File: config.mk
export PLATFORM = sky130hd
export DESIGN_NAME = tiny_dnn_src_framer_flat
export DESIGN_NICKNAME = d
export VERILOG_FILES = /design/src/rtl/tiny_dnn_src_framer_if.sv /design/src/rtl/tiny_dnn_src_framer.sv /design/src/flat_wrapper.sv
export SDC_FILE = /design/constraint.sdc
export NUM_CORES = 1
export LEC_CHECK = 0
export ABC_AREA = 1
export ABC_CLOCK_PERIOD_IN_PS = 3000
export BUFFER_PORTS_ARGS = -buffer_cell sky130_fd_sc_hd__buf_2
export CORE_UTILIZATION = 45
export DETAILED_ROUTE_END_ITERATION = 7
export PLACE_DENSITY_LB_ADDON = 0.08
export SETUP_SLACK_MARGIN = 0.4
export SYNTH_ARGS = -nofsm -noshare
export SYNTH_HDL_FRONTEND = slang
export SYNTH_SLANG_ARGS = --single-unit
File: constraint.sdc
create_clock -name clk -period 3 [get_ports clk]
set_input_delay 0.45 -clock clk [delete_from_list [all_inputs] [get_ports clk]]
set_output_delay 0.45 -clock clk [all_outputs]
set_load 0.05 [all_outputs]
File: src/rtl/tiny_dnn_src_framer_if.sv
// Stream bundle for the source framer: upstream raw words in, framed words out to batch_ctrl.
interface tiny_dnn_src_framer_if #(
    parameter int unsigned DW = 32
) ();
    logic          s_valid;
    logic [DW-1:0] s_data;
    logic          s_ready;
    logic          src_valid;
    logic [DW-1:0] src_data;
    logic          src_last;
    logic          src_ready;

    modport master (
        input  s_valid, s_data, src_ready,
        output s_ready, src_valid, src_data, src_last
    );

    modport slave (
        output s_valid, s_data, src_ready,
        input  s_ready, src_valid, src_data, src_last
    );
endinterface

File: src/rtl/tiny_dnn_src_framer.sv
// Source-stream framer: buffers host words in a small FIFO and emits them with src_last
// marking the end of every ss-word sample, for nfrm samples per run.
module tiny_dnn_src_framer #(
    parameter int unsigned DW    = 32,
    parameter int unsigned DEPTH = 16,
    parameter int unsigned AW    = 4
) (
    input  logic                  clk,
    input  logic                  rst_n,
    input  logic                  start,
    input  logic                  abort,
    input  logic [11:0]           ss,
    input  logic [15:0]           nfrm,
    tiny_dnn_src_framer_if.master bus,
    output logic                  busy,
    output logic                  done,
    output logic [AW:0]           level
);
    localparam int unsigned SSW  = 12;
    localparam int unsigned NFW  = 16;
    localparam int unsigned REMW = 28;
    localparam logic [AW:0] FULL = (AW+1)'(DEPTH);

    typedef enum logic [1:0] {
        ST_IDLE = 2'd0,
        ST_RUN  = 2'd1,
        ST_DONE = 2'd2
    } state_e;

    state_e          state_q, state_d;
    logic [DW-1:0]   mem [DEPTH];
    logic [AW-1:0]   wr_ptr_q, wr_ptr_d;
    logic [AW-1:0]   rd_ptr_q, rd_ptr_d;
    logic [AW:0]     level_q, level_d;
    logic [REMW-1:0] in_rem_q, in_rem_d;
    logic [SSW-1:0]  ss_q, ss_d, wcnt_q, wcnt_d;
    logic [NFW-1:0]  nfrm_q, nfrm_d, fcnt_q, fcnt_d;
    logic            s_ready_q, s_ready_d;
    logic            src_valid_q, src_valid_d;
    logic            src_last_q, src_last_d;
    logic [DW-1:0]   src_data_q, src_data_d;
    logic            busy_q, busy_d;
    logic            done_q, done_d;
    logic            push_c, pop_c;

    // Next-state, FIFO bookkeeping and registered-output computation.
    always_comb begin
        state_d     = state_q;
        wr_ptr_d    = wr_ptr_q;
        rd_ptr_d    = rd_ptr_q;
        level_d     = level_q;
        in_rem_d    = in_rem_q;
        ss_d        = ss_q;
        nfrm_d      = nfrm_q;
        wcnt_d      = wcnt_q;
        fcnt_d      = fcnt_q;
        src_data_d  = src_data_q;
        push_c      = 1'b0;
        pop_c       = 1'b0;

        if (abort) begin
            state_d    = ST_IDLE;
            wr_ptr_d   = '0;
            rd_ptr_d   = '0;
            level_d    = '0;
            in_rem_d   = '0;
            wcnt_d     = '0;
            fcnt_d     = '0;
            src_data_d = '0;
        end else begin
            unique case (state_q)
                ST_IDLE: begin
                    if (start) begin
                        ss_d     = ss;
                        nfrm_d   = nfrm;
                        in_rem_d = REMW'(ss) * REMW'(nfrm);
                        wcnt_d   = '0;
                        fcnt_d   = '0;
                        state_d  = (ss == '0 || nfrm == '0) ? ST_DONE : ST_RUN;
                    end
                end
                ST_RUN: begin
                    // s_ready_q/src_valid_q already encode RUN, occupancy and remaining input.
                    push_c = bus.s_valid && s_ready_q;
                    pop_c  = src_valid_q && bus.src_ready;
                    if (push_c) begin
                        wr_ptr_d = wr_ptr_q + AW'(1);
                        in_rem_d = in_rem_q - REMW'(1);
                    end
                    if (pop_c) begin
                        rd_ptr_d = rd_ptr_q + AW'(1);
                        if (src_last_q) begin
                            wcnt_d = '0;
                            fcnt_d = fcnt_q + NFW'(1);
                        end else begin
                            wcnt_d = wcnt_q + SSW'(1);
                        end
                    end
                    if (push_c && !pop_c) level_d = level_q + (AW+1)'(1);
                    else if (pop_c && !push_c) level_d = level_q - (AW+1)'(1);
                    if (pop_c && src_last_q && fcnt_q == nfrm_q - NFW'(1)) state_d = ST_DONE;
                end
                ST_DONE: state_d = ST_IDLE;
                default: state_d = ST_IDLE;
            endcase
        end

        s_ready_d   = (state_d == ST_RUN) && (level_d < FULL) && (in_rem_d != '0);
        src_valid_d = (state_d == ST_RUN) && (level_d != '0);
        src_last_d  = src_valid_d && (wcnt_d == ss_d - SSW'(1));
        busy_d      = (state_d == ST_RUN);
        done_d      = (state_d == ST_DONE);
        // A word written into an empty FIFO is forwarded straight into the output register.
        if (src_valid_d) begin
            src_data_d = (push_c && wr_ptr_q == rd_ptr_d) ? bus.s_data : mem[rd_ptr_d];
        end
    end

    always_ff @(posedge clk or negedge rst_n) begin
        if (!rst_n) begin
            state_q     <= ST_IDLE;
            wr_ptr_q    <= '0;
            rd_ptr_q    <= '0;
            level_q     <= '0;
            in_rem_q    <= '0;
            ss_q        <= '0;
            nfrm_q      <= '0;
            wcnt_q      <= '0;
            fcnt_q      <= '0;
            s_ready_q   <= 1'b0;
            src_valid_q <= 1'b0;
            src_last_q  <= 1'b0;
            src_data_q  <= '0;
            busy_q      <= 1'b0;
            done_q      <= 1'b0;
        end else begin
            state_q     <= state_d;
            wr_ptr_q    <= wr_ptr_d;
            rd_ptr_q    <= rd_ptr_d;
            level_q     <= level_d;
            in_rem_q    <= in_rem_d;
            ss_q        <= ss_d;
            nfrm_q      <= nfrm_d;
            wcnt_q      <= wcnt_d;
            fcnt_q      <= fcnt_d;
            s_ready_q   <= s_ready_d;
            src_valid_q <= src_valid_d;
            src_last_q  <= src_last_d;
            src_data_q  <= src_data_d;
            busy_q      <= busy_d;
            done_q      <= done_d;
        end
    end

    // Storage array carries no reset; occupancy tracking makes stale contents invisible.
    always_ff @(posedge clk) begin
        if (push_c) mem[wr_ptr_q] <= bus.s_data;
    end

    assign bus.s_ready   = s_ready_q;
    assign bus.src_valid = src_valid_q;
    assign bus.src_last  = src_last_q;
    assign bus.src_data  = src_data_q;
    assign busy          = busy_q;
    assign done          = done_q;
    assign level         = level_q;
endmodule

File: src/flat_wrapper.sv
// flat-port wrapper written by rule: the top's interface ports become plain ports
module tiny_dnn_src_framer_flat 
#(
    parameter int unsigned DW    = 32,
    parameter int unsigned DEPTH = 16,
    parameter int unsigned AW    = 4
)
  (clk, rst_n, start, abort, ss, nfrm, busy, done, level, bus_s_valid, bus_s_data, bus_src_ready, bus_s_ready, bus_src_valid, bus_src_data, bus_src_last);
  tiny_dnn_src_framer_if #(.DW(DW)) bus_i ();
  input  logic clk;
  input  logic rst_n;
  input  logic start;
  input  logic abort;
  input  logic [11:0] ss;
  input  logic [15:0] nfrm;
  output logic busy;
  output logic done;
  output logic [AW:0] level;
  input wire logic [$bits(bus_i.s_valid)-1:0] bus_s_valid;
  input wire logic [$bits(bus_i.s_data)-1:0] bus_s_data;
  input wire logic [$bits(bus_i.src_ready)-1:0] bus_src_ready;
  output wire logic [$bits(bus_i.s_ready)-1:0] bus_s_ready;
  output wire logic [$bits(bus_i.src_valid)-1:0] bus_src_valid;
  output wire logic [$bits(bus_i.src_data)-1:0] bus_src_data;
  output wire logic [$bits(bus_i.src_last)-1:0] bus_src_last;
  assign bus_i.s_valid = bus_s_valid;
  assign bus_i.s_data = bus_s_data;
  assign bus_i.src_ready = bus_src_ready;
  assign bus_s_ready = bus_i.s_ready;
  assign bus_src_valid = bus_i.src_valid;
  assign bus_src_data = bus_i.src_data;
  assign bus_src_last = bus_i.src_last;
  tiny_dnn_src_framer #(.DW(DW), .DEPTH(DEPTH), .AW(AW)) u_core (.clk(clk), .rst_n(rst_n), .start(start), .abort(abort), .ss(ss), .nfrm(nfrm), .bus(bus_i), .busy(busy), .done(done), .level(level));
endmodule
**Word-level counts from Yosys, hierarchy flattened**

Memory sizes are Yosys's and may differ from the RTL's.
Cells that the tools add are included.

- Multipliers: 1
- Order comparisons: 1
- Mux-type cells: 39
- Add/subtract/negate cells: 9
- Bitwise gates (word level): 1
- Reductions and logical operators: 26
- Eq/ne operators: 9

Operators with widths:

| operator | count |
|---|---|
| two-way mux 32 bit | 3 |
| two-way mux 12 bit | 7 |
| two-way mux 28 bit | 3 |
| two-way mux 16 bit | 4 |
| one-hot mux 28 bit (2 select lines) | 1 |
| one-hot mux 16 bit (2 select lines) | 1 |
| multiplier 12 x 16 -> 28 bit | 1 |
| nonzero test 28 bit | 1 |
| subtractor 28 x 1 -> 28 bit, second input constant | 1 |
| two-way mux 4 bit | 6 |
| one-hot mux 12 bit (2 select lines) | 1 |
| two-way mux 5 bit | 4 |
| adder 16 x 1 -> 16 bit, second input constant | 1 |
| == test 16 bit | 1 |
| zero test 16 bit | 1 |
| subtractor 16 x 1 -> 16 bit, second input constant | 1 |
| adder 12 x 1 -> 12 bit, second input constant | 1 |
| == test 12 bit | 1 |
| zero test 12 bit | 1 |
| subtractor 12 x 1 -> 12 bit, second input constant | 1 |
| logical AND 1 bit | 11 |
| adder 4 x 1 -> 4 bit, second input constant | 2 |
| two-way mux 2 bit | 4 |
| inequality test 3 x 2 -> 1 bit, second input constant | 2 |
| 19 further kinds | 26 |

- Bits of input ports: 66
- Output and inout port bits: 42
- Bits in registers: 136
- Logic and storage cells: 102
- RAM bits: 512
- Memories: 1

Memory list:

| name | depth | width | rd ports | clocked after Yosys merged registers in | write ports | line | RTL |
|---|---|---|---|---|---|---|---|
| u_core.mem | 16 | 32 | 1 | 0 | 1 | tiny_dnn_src_framer.sv:31 | `logic [DW-1:0] mem [DEPTH];` |

**Longest topological paths before layout**

- Word-level depth: 10
- Depth in mapped cells: 30
- Depth with buffers taken out: 28

**Worst setup path after synthesis**

No wires, ideal clock.

- Kind: input port to flip-flop
- From: input port ss[3]
- To: register u_core.s_ready_q (netlist: u_core.bus.s_ready)
- Setup time: 116 ps
- Data arrival time: 5122 ps
- Required time: 2884 ps
- Slack: -2237 ps
- Stages: 26
- Buffers on the path: 2
- Cell sequence: clkbuf_1 > buf_1 > nand2_1 > fa_1 > inv_1 > fa_1 > inv_1 > fa_1 > inv_1 > fa_1 > fa_1 > ha_1 > nand2_1 > inv_1 > a21oi_1 > nor2_1 > nor2_1 > nand3_1 > nand2_1 > nand3_1 > nand2_1 > nand2_1 > nor2_1 > nand3_1 > nor2_1 > nor2_1

- Longest elaborated chain between the ends: 9
- Elaborated cells on any way between the ends: 14
- Classes of those cells: mul: 1; eq/ne: 1; mux: 7; reduce/logical: 5

RTL lines:

| what | line | RTL |
|---|---|---|
| start: declaration | flat_wrapper.sv:14 | `input logic [11:0] ss;` |
| branches (longest 8 deep; another with multiplier 12 x 16 -> 28 bit) | - |  |
| logical AND 1 bit (*) | tiny_dnn_src_framer.sv:108 | `s_ready_d = (state_d == ST_RUN) && (level_d < FULL) && (in_rem_d != '0);` |
| via u_core.s_ready_d | tiny_dnn_src_framer.sv:38 | `logic s_ready_q, s_ready_d;` |
| end signal: assignment | tiny_dnn_src_framer.sv:146 | `s_ready_q <= s_ready_d;` |
| end: declaration | tiny_dnn_src_framer.sv:38 |  |

Mark *: on every way through the listed nets, which the timed path passes.
A chain may end at the register's enable or synchronous reset.

**Final worst setup path**

- From: input port ss[8]
- To: register u_core.s_ready_q (netlist: u_core.bus.s_ready)

Same word-level chain as after synthesis.

==> impl_metrics.csv <==
group,metric,value,unit
timing,fin_crit,4510,ps
logic_synthesis,synth_top_area_frac,0.426,
global_routing,grt_antenna_before_repair,2,
placement,globalplace.congestion,0.901,
worst_hold_path,hold-path-endpoint,"u_core.mem[15][22]$_DFFE_PP_",
logic_synthesis,synth_top_area_cell,"sky130_fd_sc_hd__edfxtp_1",
logic_synthesis,synth.area.top_cells,"sky130_fd_sc_hd__edfxtp_1 43%, sky130_fd_sc_hd__nand2_1 13%, sky130_fd_sc_hd__dfrtp_1 9.4%",
die,row_count,103,
critical_path,worst_ep_arrival_time,5010,ps
clock_network,clock_sinks,648,
drt,avgViaCountPerCell,5.32,
drt,wirelength,110000,um
logic_synthesis,synth.net_count,4232,
drt,drt-wirelength-per-cell,20.3,um
drt,postRouteAntennaNets,0,
drt,drc,0,
placement,total_placed_cells_including_tap_cells,5173,
worst_hold_path,hold_path_origin,"bus_s_data[22]",
clock_network,clk_pin_slew_worst_paths,60,ps
die,core_area,79300,um^2
job,cap_viol_max_count,0,
critical_path,regToRegEndpoint,"u_core.bus.src_data[5]$_DFFE_PN0P_",
timing,setup_ws,-1510,ps
outcome,failing_checks,"setup timing",
global_routing,grt_start_max_net_pins,102,
die,chipHeight,285,um
die,ios,108,
final_layout,post-route-cell-area,45600,um^2
logic_synthesis,post_synth_instance_area,36100,um^2
logic_synthesis,ys_top_cells_by_count,"1,214 x sky130_fd_sc_hd__nand2_1, 663 x sky130_fd_sc_hd__nand3_1, 512 x sky130_fd_sc_hd__edfxtp_1, 463 x sky130_fd_sc_hd__inv_1, 187 x sky130_fd_sc_hd__nor2_1",
critical_path,worst-path-max-fanout,5,
outcome,outcome,"finished with violations",
logic_synthesis,synth_top_flop_cell,"sky130_fd_sc_hd__edfxtp_1",
power,peakVddDrop,1130,uV
timing,timing.final.setup_violations,24,
logic_synthesis,yosys.cell_count.top_type,"sky130_fd_sc_hd__nand2_1",
drt,first_iter_violations,2051,
drt,vias,28600,
power,design_power_total,37.1,mW
die,floorplan.die.width,285,um
clock_network,tritoncts.num_buffers,73,
drt,drt_pass1_iterations,5,
critical_path,worst_r2r_path_depth,21,
final_layout,post_layout_nonfiller_instances,5386,
logic_synthesis,postSynthRegisterBits,648,
critical_path,crit_type,"in2reg",
clock_network,clock_latency,620,ps
worst_hold_path,holdPathStages,1,
global_routing,grt_util_all_layers,0.268,
die,floorplan.initialDensity,0.456,
timing,final-max-slew-violation-count,0,
logic_synthesis,yosys_warnings,0,
critical_path,rrSetupSlack,310,ps
timing,relative_slew_margins,0.551,
final_layout,area_growth_syn_to_layout,26.3,%
clock_network,htree_levels,3,
global_routing,vias_in_the_first_global_route,28400,
final_layout,final_nets,4561,
global_routing,globalRouteOverflowTotal,0,
timing,final.setup.tns,-24830,ps
final_layout,drive_above_1_share,0.241,
placement,detailed_place.area,40100,um^2
timing,finalHoldViolations,0,
power,pwr_density_cell,813,nW/um^2
timing,skew_final,31.8,ps
critical_path,required_arrival_time_at_the_worst_endpoint,3500,ps
clock_network,cts.root.buffer_cell,"sky130_fd_sc_hd__clkbuf_16",
critical_path,setup.worst_path.end_class,"flip-flop",
critical_path,r2r_start,"u_core.nfrm_q[3]$_DFFE_PN0P_",
timing,grt_setup_unrepaired,"true",
worst_hold_path,worstHoldPathType,"in2reg",
clock_network,clockBufferDepth,3,
timing,final.period_utilization,1.50,
timing,max_freq,222,MHz
power,power.static_leakage,19.7,nW
final_layout,antenna-diode-count,0,
global_routing,grt_first_pass_wirelength,168000,um
logic_synthesis,postSynth.asyncResetShare,0.210,
logic_synthesis,synthesis.area_per_instance,9.15,um^2
timing,max_slew.worst_pin.slew,674,ps
logic_synthesis,syn_inst,3948,
logic_synthesis,number_of_enable_flip_flop_cells_after_synthesis,512,
placement,dp_hpwl,68400,um
die,design.die.area,81400,um^2
logic_synthesis,synth.lib_cells_used.distinct,55,
clock_network,cts_tree,"built",
critical_path,critical_path_launch_point_type,"input pin",
logic_synthesis,ys_seq_area_frac,0.520,
placement,placement.io_buffers,107,
[through the flow]
step,utilization,setup slack (ps),hold slack (ps)
6_report,0.576,-1510,223
3_3_place_gp,0.506,-2390,484
4_1_cts,0.559,-1430,192
3_5_place_dp,0.506,-2400,482
2_1_floorplan,-,-1820,154
5_1_grt,0.576,-1660,215
[layout by cell type (no fill, tap or decap), types with 80 or more instances in the layout]
master and n:
sky130_fd_sc_hd__edfxtp_1 512, sky130_fd_sc_hd__fa_1 116, sky130_fd_sc_hd__dfrtp_1 133, sky130_fd_sc_hd__nand2_2 102
sky130_fd_sc_hd__buf_4 213, sky130_fd_sc_hd__inv_1 381, sky130_fd_sc_hd__nor2_1 136, sky130_fd_sc_hd__nand3_1 574
sky130_fd_sc_hd__buf_2 80, sky130_fd_sc_hd__nand2_1 1077
[what timing repair did]
item / 4_1_cts / 5_1_grt
buffers inserted: 36 / 27
pin swaps: 122 / 134
endpoints found under the setup margin: 445 / 291
gates cloned: 10 / 5
hold endpoints to repair: 54 / 0
hold buffers: 1 / 0
resized for setup: 328 / 259
[where the power goes]
| part | switching, mW | leakage [nW] | internal (mW) | total (mW) |
|---|---|---|---|---|
| sequential | 0.238 | 6.39 | 9.93 | 10.2 |
| clock | 3.70 | 1.16 | 5.20 | 8.90 |
| combinational | 10.5 | 12.1 | 7.57 | 18.0 |
[per-layer routing]
| layer | wire (um) | track usage |
|---|---|---|
| met4 | 2480 | 0.0639 |
| met5 | 26 | 0 |
| met1 | 45800 | 0.346 |
| met2 | 55500 | 0.475 |
| met3 | 5850 | 0.0360 |
[worst max-delay path by stage]
| stage | start | end | cells past startpoint |
|---|---|---|---|
| detailed placement | ss[6] | u_core.bus.s_ready$_DFF_PN0_ | 24 |
| global placement | ss[6] | u_core.bus.s_ready$_DFF_PN0_ | 23 |
| finish | ss[8] | u_core.bus.s_ready$_DFF_PN0_ | 27 |
| global route | ss[9] | u_core.bus.s_ready$_DFF_PN0_ | 26 |
| floorplan | ss[5] | u_core.bus.s_ready$_DFF_PN0_ | 26 |
| CTS | ss[8] | u_core.bus.s_ready$_DFF_PN0_ | 29 |
[final cells by class]
class,count,area (um^2)
clock buffer,105,2030
clock inverter,29,363
fill,6940,33600
inverter,475,1830
multi-input combinational,2645,16900
sequential,648,18800
tap,1050,1310
timing repair buffer,434,4470
[critical path, cell delays in order]
cell and delay, ps:
sky130_fd_sc_hd__buf_12 120, sky130_fd_sc_hd__nand2_4 50, sky130_fd_sc_hd__inv_2 30, sky130_fd_sc_hd__fa_1 570, sky130_fd_sc_hd__inv_1 70, sky130_fd_sc_hd__fa_1 470
sky130_fd_sc_hd__inv_2 90, sky130_fd_sc_hd__fa_2 450, sky130_fd_sc_hd__fa_1 520, sky130_fd_sc_hd__inv_1 50, sky130_fd_sc_hd__fa_1 500, sky130_fd_sc_hd__inv_2 50
sky130_fd_sc_hd__ha_4 320, sky130_fd_sc_hd__nand2_4 80, sky130_fd_sc_hd__inv_4 70, sky130_fd_sc_hd__nand2_2 60, sky130_fd_sc_hd__buf_4 140, sky130_fd_sc_hd__nand3_4 100
sky130_fd_sc_hd__nand3_2 100, sky130_fd_sc_hd__nand3_2 90, sky130_fd_sc_hd__nand3_2 90, sky130_fd_sc_hd__nand2_2 100, sky130_fd_sc_hd__nand2_1 70, sky130_fd_sc_hd__nor2_1 100
sky130_fd_sc_hd__nand3_1 90, sky130_fd_sc_hd__nor2_1 100, sky130_fd_sc_hd__nor2_1 40
[sequential cells by signal, indices dropped and copies added, names as in the netlist, 5 cells and up]
signal	count
u_core.wcnt_q	12
u_core.in_rem_q	28
u_core.nfrm_q	16
u_core.ss_q	12
u_core.mem	512
u_core.fcnt_q	16
u_core.bus.src_data	32
u_core.level	5
[logic make-up (layout without fill, tap and decap cells)]
family / count (synthesis) / after routing / share of synthesized area
adders and majority gates: 218 / 218 / 0.105
muxes: 9 / 9 / 0.00281
AOI/OAI and AO/OA: 189 / 189 / 0.0287
DFF: 648 / 648 / 0.520
and+or+nand+nor: 2198 / 2199 / 0.263
xor gates and xnor gates: 30 / 30 / 0.00727
buffers and inverters: 656 / 1043 / 0.0736
No activity file was read; power rests on OpenSTA's default activity.
